File: src/rtl/keypad_pkg.sv
// Shared definitions for the 4x4 keypad scanner: FSM state codes, the key map
// and a lookup helper used by the decoder.
package keypad_pkg;

    localparam logic [2:0] ST_SCAN     = 3'd0;
    localparam logic [2:0] ST_DEBOUNCE = 3'd1;
    localparam logic [2:0] ST_ACCEPT   = 3'd2;
    localparam logic [2:0] ST_HOLD     = 3'd3;
    localparam logic [2:0] ST_RELEASE  = 3'd4;

    localparam logic [3:0] ROWS_IDLE = 4'b1111;
    localparam logic [3:0] COL_FIRST = 4'b1110;

    // Row-major nibbles, key (row r, col c) lives at nibble r*4+c:
    // 1 2 3 A / 4 5 6 B / 7 8 9 C / E 0 F D
    localparam logic [63:0] KEY_MAP = 64'hDF0E_C987_B654_A321;

    function automatic logic [3:0] key_lookup(input logic [1:0] row_idx,
                                              input logic [1:0] col_idx);
        logic [5:0] bit_base;
        bit_base = {row_idx, col_idx, 2'b00};
        return KEY_MAP[bit_base +: 4];
    endfunction

endpackage

File: src/rtl/keypad_decode.sv
// Combinational decode of an active-low one-hot row/column pair into a hex key.
// valid is low whenever either input is not exactly one bit low.
module keypad_decode
    import keypad_pkg::*;
(
    input  logic [3:0] row,
    input  logic [3:0] col,
    output logic [3:0] key,
    output logic       valid
);

    logic [1:0] row_idx;
    logic [1:0] col_idx;
    logic       row_ok;
    logic       col_ok;

    always_comb begin
        row_idx = 2'd0;
        row_ok  = 1'b1;
        case (row)
            4'b1110: row_idx = 2'd0;
            4'b1101: row_idx = 2'd1;
            4'b1011: row_idx = 2'd2;
            4'b0111: row_idx = 2'd3;
            default: row_ok  = 1'b0;
        endcase
    end

    always_comb begin
        col_idx = 2'd0;
        col_ok  = 1'b1;
        case (col)
            4'b1110: col_idx = 2'd0;
            4'b1101: col_idx = 2'd1;
            4'b1011: col_idx = 2'd2;
            4'b0111: col_idx = 2'd3;
            default: col_ok  = 1'b0;
        endcase
    end

    assign key   = key_lookup(row_idx, col_idx);
    assign valid = row_ok && col_ok;

endmodule

File: src/rtl/keypad_scanner.sv
// 4x4 matrix keypad scanner: rotates an active-low column drive on a slow tick,
// debounces press and release, and shifts each accepted key into a 2-digit value.
module keypad_scanner
    import keypad_pkg::*;
#(
    parameter int SCAN_DIV     = 48000,
    parameter int DEBOUNCE_CNT = 20
) (
    input  logic       clk,
    input  logic       reset,
    input  logic [3:0] rows,
    output logic [3:0] cols,
    output logic [7:0] digits,
    output logic       new_key
);

    localparam int DIV_W = (SCAN_DIV > 1) ? $clog2(SCAN_DIV) : 1;
    localparam int DB_W  = (DEBOUNCE_CNT > 1) ? $clog2(DEBOUNCE_CNT + 1) : 1;

    localparam logic [DIV_W-1:0] DIV_LAST  = DIV_W'(SCAN_DIV - 1);
    localparam logic [DB_W-1:0]  DB_TARGET = DB_W'(DEBOUNCE_CNT);

    logic [3:0]       rows_meta;
    logic [3:0]       rows_s;
    logic [DIV_W-1:0] div_count;
    logic             tick;
    logic [2:0]       state;
    logic [3:0]       row_lat;
    logic [3:0]       key_lat;
    logic [DB_W-1:0]  db_count;
    logic [DB_W-1:0]  db_next;
    logic [3:0]       hit_key;
    logic             hit_valid;
    logic [3:0]       cols_rot;

    // rows come straight off the keypad pins, so nothing downstream sees them unsynchronized
    always_ff @(posedge clk or negedge reset) begin
        if (!reset) begin
            rows_meta <= ROWS_IDLE;
            rows_s    <= ROWS_IDLE;
        end else begin
            rows_meta <= rows;
            rows_s    <= rows_meta;
        end
    end

    always_ff @(posedge clk or negedge reset) begin
        if (!reset) begin
            div_count <= '0;
        end else if (div_count == DIV_LAST) begin
            div_count <= '0;
        end else begin
            div_count <= div_count + 1'b1;
        end
    end

    assign tick     = (div_count == DIV_LAST);
    assign db_next  = db_count + 1'b1;
    assign cols_rot = {cols[2:0], cols[3]};

    // Decoding the live rows against the driven column also detects multi-key
    // presses: anything other than a single low row comes back invalid.
    keypad_decode u_decode (
        .row   (rows_s),
        .col   (cols),
        .key   (hit_key),
        .valid (hit_valid)
    );

    always_ff @(posedge clk or negedge reset) begin
        if (!reset) begin
            state    <= ST_SCAN;
            cols     <= COL_FIRST;
            row_lat  <= ROWS_IDLE;
            key_lat  <= 4'h0;
            db_count <= '0;
            digits   <= 8'h00;
            new_key  <= 1'b0;
        end else begin
            new_key <= 1'b0;
            case (state)
                ST_SCAN: begin
                    if (tick) begin
                        if (rows_s != ROWS_IDLE && hit_valid) begin
                            row_lat  <= rows_s;
                            key_lat  <= hit_key;
                            db_count <= '0;
                            state    <= ST_DEBOUNCE;
                        end else begin
                            cols <= cols_rot;
                        end
                    end
                end
                ST_DEBOUNCE: begin
                    if (tick) begin
                        if (rows_s == row_lat) begin
                            db_count <= db_next;
                            if (db_next == DB_TARGET) begin
                                state <= ST_ACCEPT;
                            end
                        end else begin
                            state <= ST_SCAN;
                        end
                    end
                end
                ST_ACCEPT: begin
                    digits  <= {digits[3:0], key_lat};
                    new_key <= 1'b1;
                    state   <= ST_HOLD;
                end
                ST_HOLD: begin
                    if (tick && rows_s == ROWS_IDLE) begin
                        db_count <= '0;
                        state    <= ST_RELEASE;
                    end
                end
                ST_RELEASE: begin
                    // cols stays parked on the pressed column so a bounce is seen as the same key
                    if (tick) begin
                        if (rows_s == ROWS_IDLE) begin
                            db_count <= db_next;
                            if (db_next == DB_TARGET) begin
                                state <= ST_SCAN;
                            end
                        end else begin
                            state <= ST_HOLD;
                        end
                    end
                end
                default: begin
                    state <= ST_SCAN;
                end
            endcase
        end
    end

endmodule

File: config.mk
export PLATFORM = sky130hd
export DESIGN_NAME = keypad_scanner
export DESIGN_NICKNAME = d
export VERILOG_FILES = /design/src/rtl/keypad_pkg.sv /design/src/rtl/keypad_decode.sv /design/src/rtl/keypad_scanner.sv
export SDC_FILE = /design/constraint.sdc
export NUM_CORES = 1
export LEC_CHECK = 0
export ABC_AREA = 1
export CORE_MARGIN = 3
export CORE_UTILIZATION = 59
export CTS_CLUSTER_SIZE = 16
export DETAILED_ROUTE_END_ITERATION = 10
export MAX_ROUTING_LAYER = met4
export PLACE_DENSITY = 0.82
export SYNTH_ARGS = -nofsm -noshare
export SYNTH_HDL_FRONTEND = slang
export SYNTH_SLANG_ARGS = --single-unit
export TNS_END_PERCENT = 50
File: constraint.sdc
create_clock -name clk -period 2.2 [get_ports clk]
set_clock_uncertainty 0.05 [all_clocks]
set_input_delay 0.22 -clock clk [delete_from_list [all_inputs] [get_ports clk]]
set_output_delay 0.22 -clock clk [all_outputs]
set_load 0.02 [all_outputs]
==> results of run 1 <==
## synth_stat cells
cell / n / area (um2)
sky130_fd_sc_hd__nor2_8: 3 / 60.1
sky130_fd_sc_hd__dfstp_2: 15 / 394
sky130_fd_sc_hd__a21oi_2: 1 / 8.76
sky130_fd_sc_hd__a31oi_1: 1 / 6.26
sky130_fd_sc_hd__nor3_2: 4 / 40.0
sky130_fd_sc_hd__inv_2: 7 / 26.3
sky130_fd_sc_hd__xnor2_1: 1 / 8.76
sky130_fd_sc_hd__clkinv_1: 1 / 3.75
sky130_fd_sc_hd__xor2_1: 7 / 61.3
sky130_fd_sc_hd__inv_1: 55 / 206
sky130_fd_sc_hd__nand2_4: 5 / 56.3
sky130_fd_sc_hd__nand2_2: 2 / 12.5
sky130_fd_sc_hd__ha_1: 6 / 75.1
sky130_fd_sc_hd__nand2_1: 105 / 394
sky130_fd_sc_hd__o21ai_1: 2 / 10.0
sky130_fd_sc_hd__clkbuf_1: 1 / 3.75
sky130_fd_sc_hd__o21bai_1: 2 / 15.0
sky130_fd_sc_hd__a2bb2oi_1: 1 / 8.76
sky130_fd_sc_hd__o21ai_2: 5 / 43.8
sky130_fd_sc_hd__nand3_2: 2 / 20.0
sky130_fd_sc_hd__a211oi_1: 1 / 7.51
sky130_fd_sc_hd__nor2_2: 4 / 25.0
sky130_fd_sc_hd__dfrtp_1: 38 / 951
sky130_fd_sc_hd__a21oi_1: 5 / 25.0
sky130_fd_sc_hd__nor2_1: 27 / 101
sky130_fd_sc_hd__buf_4: 1 / 7.51
sky130_fd_sc_hd__nor3_1: 7 / 35.0
sky130_fd_sc_hd__nand4_1: 5 / 31.3
sky130_fd_sc_hd__clkinv_2: 1 / 5.00
sky130_fd_sc_hd__nand3_1: 31 / 155
sky130_fd_sc_hd__nand3b_1: 2 / 15.0
sky130_fd_sc_hd__nor2_4: 3 / 33.8
sky130_fd_sc_hd__o21ai_0: 17 / 85.1
## timing repair
action                                 CTS  global route
buffers inserted                         0             0
hold buffers                             1             0
endpoints found under the hold margin   11             0
## area by class of cell
class | count | area [um2]
Inverter | 64 | 241
Tap cell | 67 | 83.8
Sequential cell | 53 | 1350
Multi-Input combinational cell | 249 | 1340
Clock buffer | 8 | 111
Fill cell | 400 | 1420
Timing Repair Buffer | 22 | 220
## state kept, by name, summed over array words and instances (netlist names)
name,cells
cols,4
new_key,1
digits,8
rows_s,4
key_lat,4
rows_meta,4
row_lat,4
state,3
db_count,5
div_count,16
## per-layer routing
| metal | vias up | part of all wire, % | track usage [%] |
|---|---|---|---|
| met4 | 0 | 1.3 | 7.07 |
| met2 | 29 | 49 | 34.8 |
| li1 | 1201 | - | - |
| met5 | - | 0 | - |
| met1 | 1087 | 47 | 25.9 |
| met3 | 6 | 2.6 | 3.19 |
## stage by stage
stage               setup WS (ns)  cell area, um2  cells
floorplan                   0.447            2930    368
global placement            0.409            3220    454
detailed placement          0.388            3220    454
CTS                         0.352            3340    463
global route                0.192            3340    463
finish                      0.356            3340    463
## critical path, delay by kind of cell (launching register included)
family                   cells  cell delay, ns
flip-flops                   1            0.58
AND/OR/NAND/NOR              6            0.44
adder cells (fa/ha/maj)      1            0.30
AO/OA/AOI/OAI                2            0.22
buffers and inverters        2            0.18
## kinds of logic (layout without fill, tap and decap cells)
kind of cell,count (synthesis),in the layout,share of synthesized area (%)
and+or+nand+nor,200,200,33.4
xor gates and xnor gates,8,8,2.39
AOI/OAI and AO/OA,35,35,7.17
DFF,53,53,45.9
buffers and inverters,66,94,8.62
adders and majority gates,6,6,2.56
## final timing paths
check                           slack [ns]      endpoint         start
worst max-delay path                  0.36    key_lat[2]       cols[2]
worst min register to register        0.31     rows_s[2]  rows_meta[2]
max in group asynchronous             1.17      state[0]         reset
min in group asynchronous             0.39  div_count[5]         reset
worst max register to register        0.36    key_lat[2]       cols[2]
worst min-delay path                  0.27  rows_meta[1]       rows[1]
## where the power goes
part,switching (mW),leakage [nW],internal [mW]
Sequential,0.00576,0.673,0.988
Clock,0.304,0.0566,0.325
Combinational,0.0392,0.961,0.0201
==> flow_summary_export.csv, run 1 <==
group,metric,value,unit
status,status,"complete, no violations",
die,fp.dieArea,5850,um2
die,die_height,76.5,um
setup_path,timing.critical_path.from_type,"register",
clocking,cts_buffers,5,
power_and_ir_drop,p_leak,1.69,nW
flow_run,drv.max_cap_violation_count,0,
global_routing,largest_net_degree_at_the_start_of_global_routing,28,
min_path,holdCritPathClass,"in2reg",
routing,dr.first_iter.drc_count,133,
place,portBuffers,18,
sta,max_clock_freq,0.542,GHz
clocking,clock_sink_count,53,
power_and_ir_drop,p_total,1.68,mW
min_path,min_delay_path_depth,1,
global_routing,initial_antenna_violation_count,0,
cells_and_area,mostFrequentLayoutCell,"sky130_fd_sc_hd__nand2_1",
cells_and_area,num-nets-final,407,
routing,post_drt_wl_per_cell,11.4,um
sta,final.period_utilization,83.8,%
sta,slew-limit-headroom,60.8,%
global_routing,grt.total_usage,20.8,%
setup_path,worstPathRequired,2.37,ns
clocking,clk_root_buffer_cell,"sky130_fd_sc_hd__clkbuf_8",
sta,setup_tns,0,ns
global_routing,total_congestion_overflow_after_global_routing,0,
clocking,htree_levels,2,
sta,count_of_pins_over_their_slew_limit,0,
clocking,worstSkewPairLatency,0.31,ns
die,initial_utilization,61.7,%
sta,period_needed,1.84,ns
sta,setup-violations-final,0,
sta,timing.hold.ws,0.270,ns
die,std_cell_rows,25,
synth,synth.cell_area,2930,um2
clocking,cts_resized,0,
setup_path,cp_cell_sequence,"nand2_1 > inv_1 > nand3_1 > nand2_1 > inv_1 > ha_1 > o21ai_0 > nand2_1 > nand2_1 > nand2_1 > o21ai_0",
synth,synth.lib_cells_used.distinct,33,
synth,syn-num-nets,380,
sta,rsz_0062_raised_after_global_routing,"no",
synth,ys_ff_latch,53,
place,hpwl,4110,um
sta,tightestPinTransition,0.588,ns
cells_and_area,most-common-layout-cells,"105 x sky130_fd_sc_hd__nand2_1, 55 x sky130_fd_sc_hd__inv_1, 38 x sky130_fd_sc_hd__dfrtp_1",
cells_and_area,synthToLayoutAreaGrowth,13.8,%
synth,syn-mean-instance-area,7.97,um2
setup_path,timing.critical_path.slowest_cell_delay,0.58,ns
die,num_io_pins,19,
clocking,cts.path.max_buffers,2,
setup_path,cp.arrival,2.02,ns
die,horiz_die_dim,76.5,um
clocking,cts_tree,"yes",
routing,drt_drc_violations_left,0,
synth,synthesis.instances,368,
setup_path,path_class,"reg2reg",
routing,wl,5270,um
die,fp.coreArea,4750,um2
setup_path,timing.reg2reg.worst_path_depth,11,
setup_path,worst_setup_path_end_kind,"register",
routing,avgViaCountPerCell,5.02,
cells_and_area,layout-drive-gt1-share,15.9,%
routing,drtAntennaViolNets,0,
place,gp_congestion,0.876,
synth,synth-warning-count,0,
global_routing,wire_length_of_the_first_global_routing_pass,9720,um
setup_path,crit_top_cell,"sky130_fd_sc_hd__nand2_1",
cells_and_area,final_core_util,70.2,%
routing,number_of_detailed_route_iterations_in_the_first_pass,4,
clocking,clk_pin_slew_worst_paths,0.09,ns
setup_path,cp_max_fo,5,
power_and_ir_drop,cellPowerDensity,504,nW/um2
synth,synth_seq_area_share,45.9,%
routing,vias,2323,
setup_path,critPathSlowestCell,"sky130_fd_sc_hd__dfstp_2",
cells_and_area,antenna_cells_inserted,0,
sta,report.final.hold_viol_count,0,
global_routing,first_global_vias,2296,
power_and_ir_drop,worst_ir_drop_vdd,0.429,mV
Note: power is estimated with default switching activity, not from simulation.
==> run 2, diff against run 1 <==
clock period = 1.9 ns   (was 2.2 ns; I/O delays follow)
==> run 2 against run 1 <==
  * First-iteration DRC count down 6.8%
  * Sequential share of layout area down 0.12 points
  * Largest power group unchanged
  * Core utilization increased by 0.21 points
  * Setup slack got worse by 0.23 ns
==> flow_summary_export.csv, run 2 (same netlist as run 1, synthesis figures left out) <==
group,metric,value,unit
status,status,"complete, no violations",
clocking,htree_levels,2,
power_and_ir_drop,cellPowerDensity,545,nW/um2
routing,drt_drc_violations_left,0,
clocking,clock_sink_count,53,
cells_and_area,num-nets-final,413,
power_and_ir_drop,p_leak,1.70,nW
sta,rsz_0062_raised_after_global_routing,"yes",
routing,post_drt_wl_per_cell,11.3,um
sta,setup-violations-final,0,
cells_and_area,mostFrequentLayoutCell,"sky130_fd_sc_hd__nand2_1",
cells_and_area,synthToLayoutAreaGrowth,14.1,%
setup_path,cp.arrival,1.93,ns
setup_path,worst_setup_path_startpoint,"cols[2]",
global_routing,first_global_vias,2323,
die,die_height,76.5,um
cells_and_area,layout.filler_cells,370,
sta,report.final.hold_viol_count,0,
die,fp.coreArea,4750,um2
clocking,cts_tree,"yes",
setup_path,timing.reg2reg.worst_path_depth,11,
sta,max_clock_freq,0.564,GHz
setup_path,timing.critical_path.from_type,"register",
flow_run,drv.max_cap_violation_count,0,
die,fp.dieArea,5850,um2
routing,wl,5310,um
sta,period_needed,1.77,ns
setup_path,regToRegEndpoint,"key_lat[2]",
routing,vias,2355,
die,std_cell_rows,25,
sta,slew-limit-headroom,73.8,%
routing,avgViaCountPerCell,5.02,
die,horiz_die_dim,76.5,um
global_routing,wire_length_of_the_first_global_routing_pass,9800,um
cells_and_area,area_of_combinational_cells_with_multiple_inputs,1340,um2
cells_and_area,layout_top_registers,"div_count x16, digits x8, db_count x5",
sta,final.period_utilization,93.4,%
cells_and_area,regMostFlops,"div_count",
setup_path,worst_setup_path_end_kind,"register",
global_routing,largest_net_degree_at_the_start_of_global_routing,28,
setup_path,path_class,"reg2reg",
cells_and_area,ff_latch_area,1350,um2
sta,count_of_pins_over_their_slew_limit,0,
routing,drtAntennaViolNets,0,
min_path,holdCritPathClass,"in2reg",
die,num_io_pins,19,
setup_path,worst_setup_path_endpoint,"key_lat[2]",
setup_path,r2r_setup_slack,0.13,ns
setup_path,timing.rr.start,"cols[2]",
global_routing,total_congestion_overflow_after_global_routing,0,
global_routing,initial_antenna_violation_count,0,
clocking,cts.path.max_buffers,2,
routing,dr.first_iter.drc_count,124,
global_routing,grt.total_usage,20.8,%
cells_and_area,antenna_cells_inserted,0,
cells_and_area,most-common-layout-cells,"104 x sky130_fd_sc_hd__nand2_1, 54 x sky130_fd_sc_hd__inv_1, 38 x sky130_fd_sc_hd__dfrtp_1",
place,placedInstanceArea,3230,um2
sta,tightestPinTransition,0.390,ns
routing,number_of_detailed_route_iterations_in_the_first_pass,6,
setup_path,worstPathRequired,2.06,ns
setup_path,cp_max_fo,5,
place,gp_congestion,0.923,
power_and_ir_drop,p_total,1.83,mW
power_and_ir_drop,worst_ir_drop_vdd,0.558,mV
die,initial_utilization,61.7,%
cells_and_area,largest_reg_flops,16,
clocking,cts_buffers,5,
place,portBuffers,18,
clocking,clk_pin_slew_worst_paths,0.09,ns
cells_and_area,layout-drive-gt1-share,17.7,%
clocking,worstSkewPairLatency,0.30,ns
clocking,clk_root_buffer_cell,"sky130_fd_sc_hd__clkbuf_8",
cells_and_area,design_area,3350,um2
place,hpwl,3980,um
## run 2: worst min path at each step
| stage | from | to | slack (ns) | cells past startpoint |
|---|---|---|---|---|
| 2_1_floorplan | reset | cols[0] | -0.16 | 0 |
| 3_3_place_gp | reset | div_count[14] | 0.16 | 2 |
| 3_5_place_dp | reset | div_count[14] | 0.16 | 2 |
| 4_1_cts | rows[0] | rows_meta[0] | 0.24 | 1 |
| 5_1_grt | rows[3] | rows_meta[3] | 0.25 | 1 |
| 6_report | rows[0] | rows_meta[0] | 0.25 | 1 |
## run 2: cell type report
class / count / area share [%]
Timing Repair Buffer: 28 / 7.55
Clock buffer: 7 / 2.28
Multi-Input combinational cell: 249 / 40.1
Clock inverter: 1 / 0.150
Sequential cell: 53 / 40.2
Tap cell: 67 / 2.50
Inverter: 64 / 7.21
## run 2: layer usage
metal,vias up,share of wire (%),GRT usage [%]
li1,1210,-,-
met2,51,48,35.5
met3,9,4.2,3.55
met1,1085,46,25.6
met4,0,1.3,5.62
met5,-,0,-
## run 2: stage by stage
stage	instances	setup TNS, ns	hold WS, ns	utilization, %	setup WS [ns]
5_1_grt	469	-0.0893	0.255	70.4	-0.0495
4_1_cts	467	0	0.239	69.9	0.0757
3_3_place_gp	458	0	0.165	68.0	0.134
3_5_place_dp	458	0	0.162	68.0	0.0925
6_report	469	0	0.245	70.4	0.126
2_1_floorplan	368	0	-0.156	-	0.147
## run 2: what timing repair did
action | in CTS | in global routing
hold endpoints to repair | 38 | 0
buffers inserted | 0 | 2
hold buffers | 1 | 0
endpoints found under the setup margin | 0 | 14
gates resized for setup | 0 | 5
## run 2: critical path, stage by stage (launching register included)
cell,delay (ns)
sky130_fd_sc_hd__dfstp_2,0.57
sky130_fd_sc_hd__nand2_1,0.09
sky130_fd_sc_hd__inv_1,0.08
sky130_fd_sc_hd__nand3_1,0.07
sky130_fd_sc_hd__nand2_2,0.09
sky130_fd_sc_hd__inv_1,0.08
sky130_fd_sc_hd__ha_1,0.30
sky130_fd_sc_hd__o21ai_1,0.13
sky130_fd_sc_hd__nand2_1,0.06
sky130_fd_sc_hd__nand2_1,0.05
sky130_fd_sc_hd__nand2_1,0.04
sky130_fd_sc_hd__o21ai_0,0.08
## run 2: report_power, final
| part | switching (mW) | leakage [nW] | internal (mW) | total (mW) |
|---|---|---|---|---|
| clock | 0.346 | 0.0422 | 0.260 | 0.605 |
| combinational | 0.0471 | 0.985 | 0.0234 | 0.0705 |
| sequential | 0.00629 | 0.673 | 1.14 | 1.15 |
==> run 3, diff against run 2 <==
CTS_CLUSTER_DIAMETER = 40   (was unset)
==> results of run 3 <==
No change in the layout: final DEF, timing and power equal those of run 2.
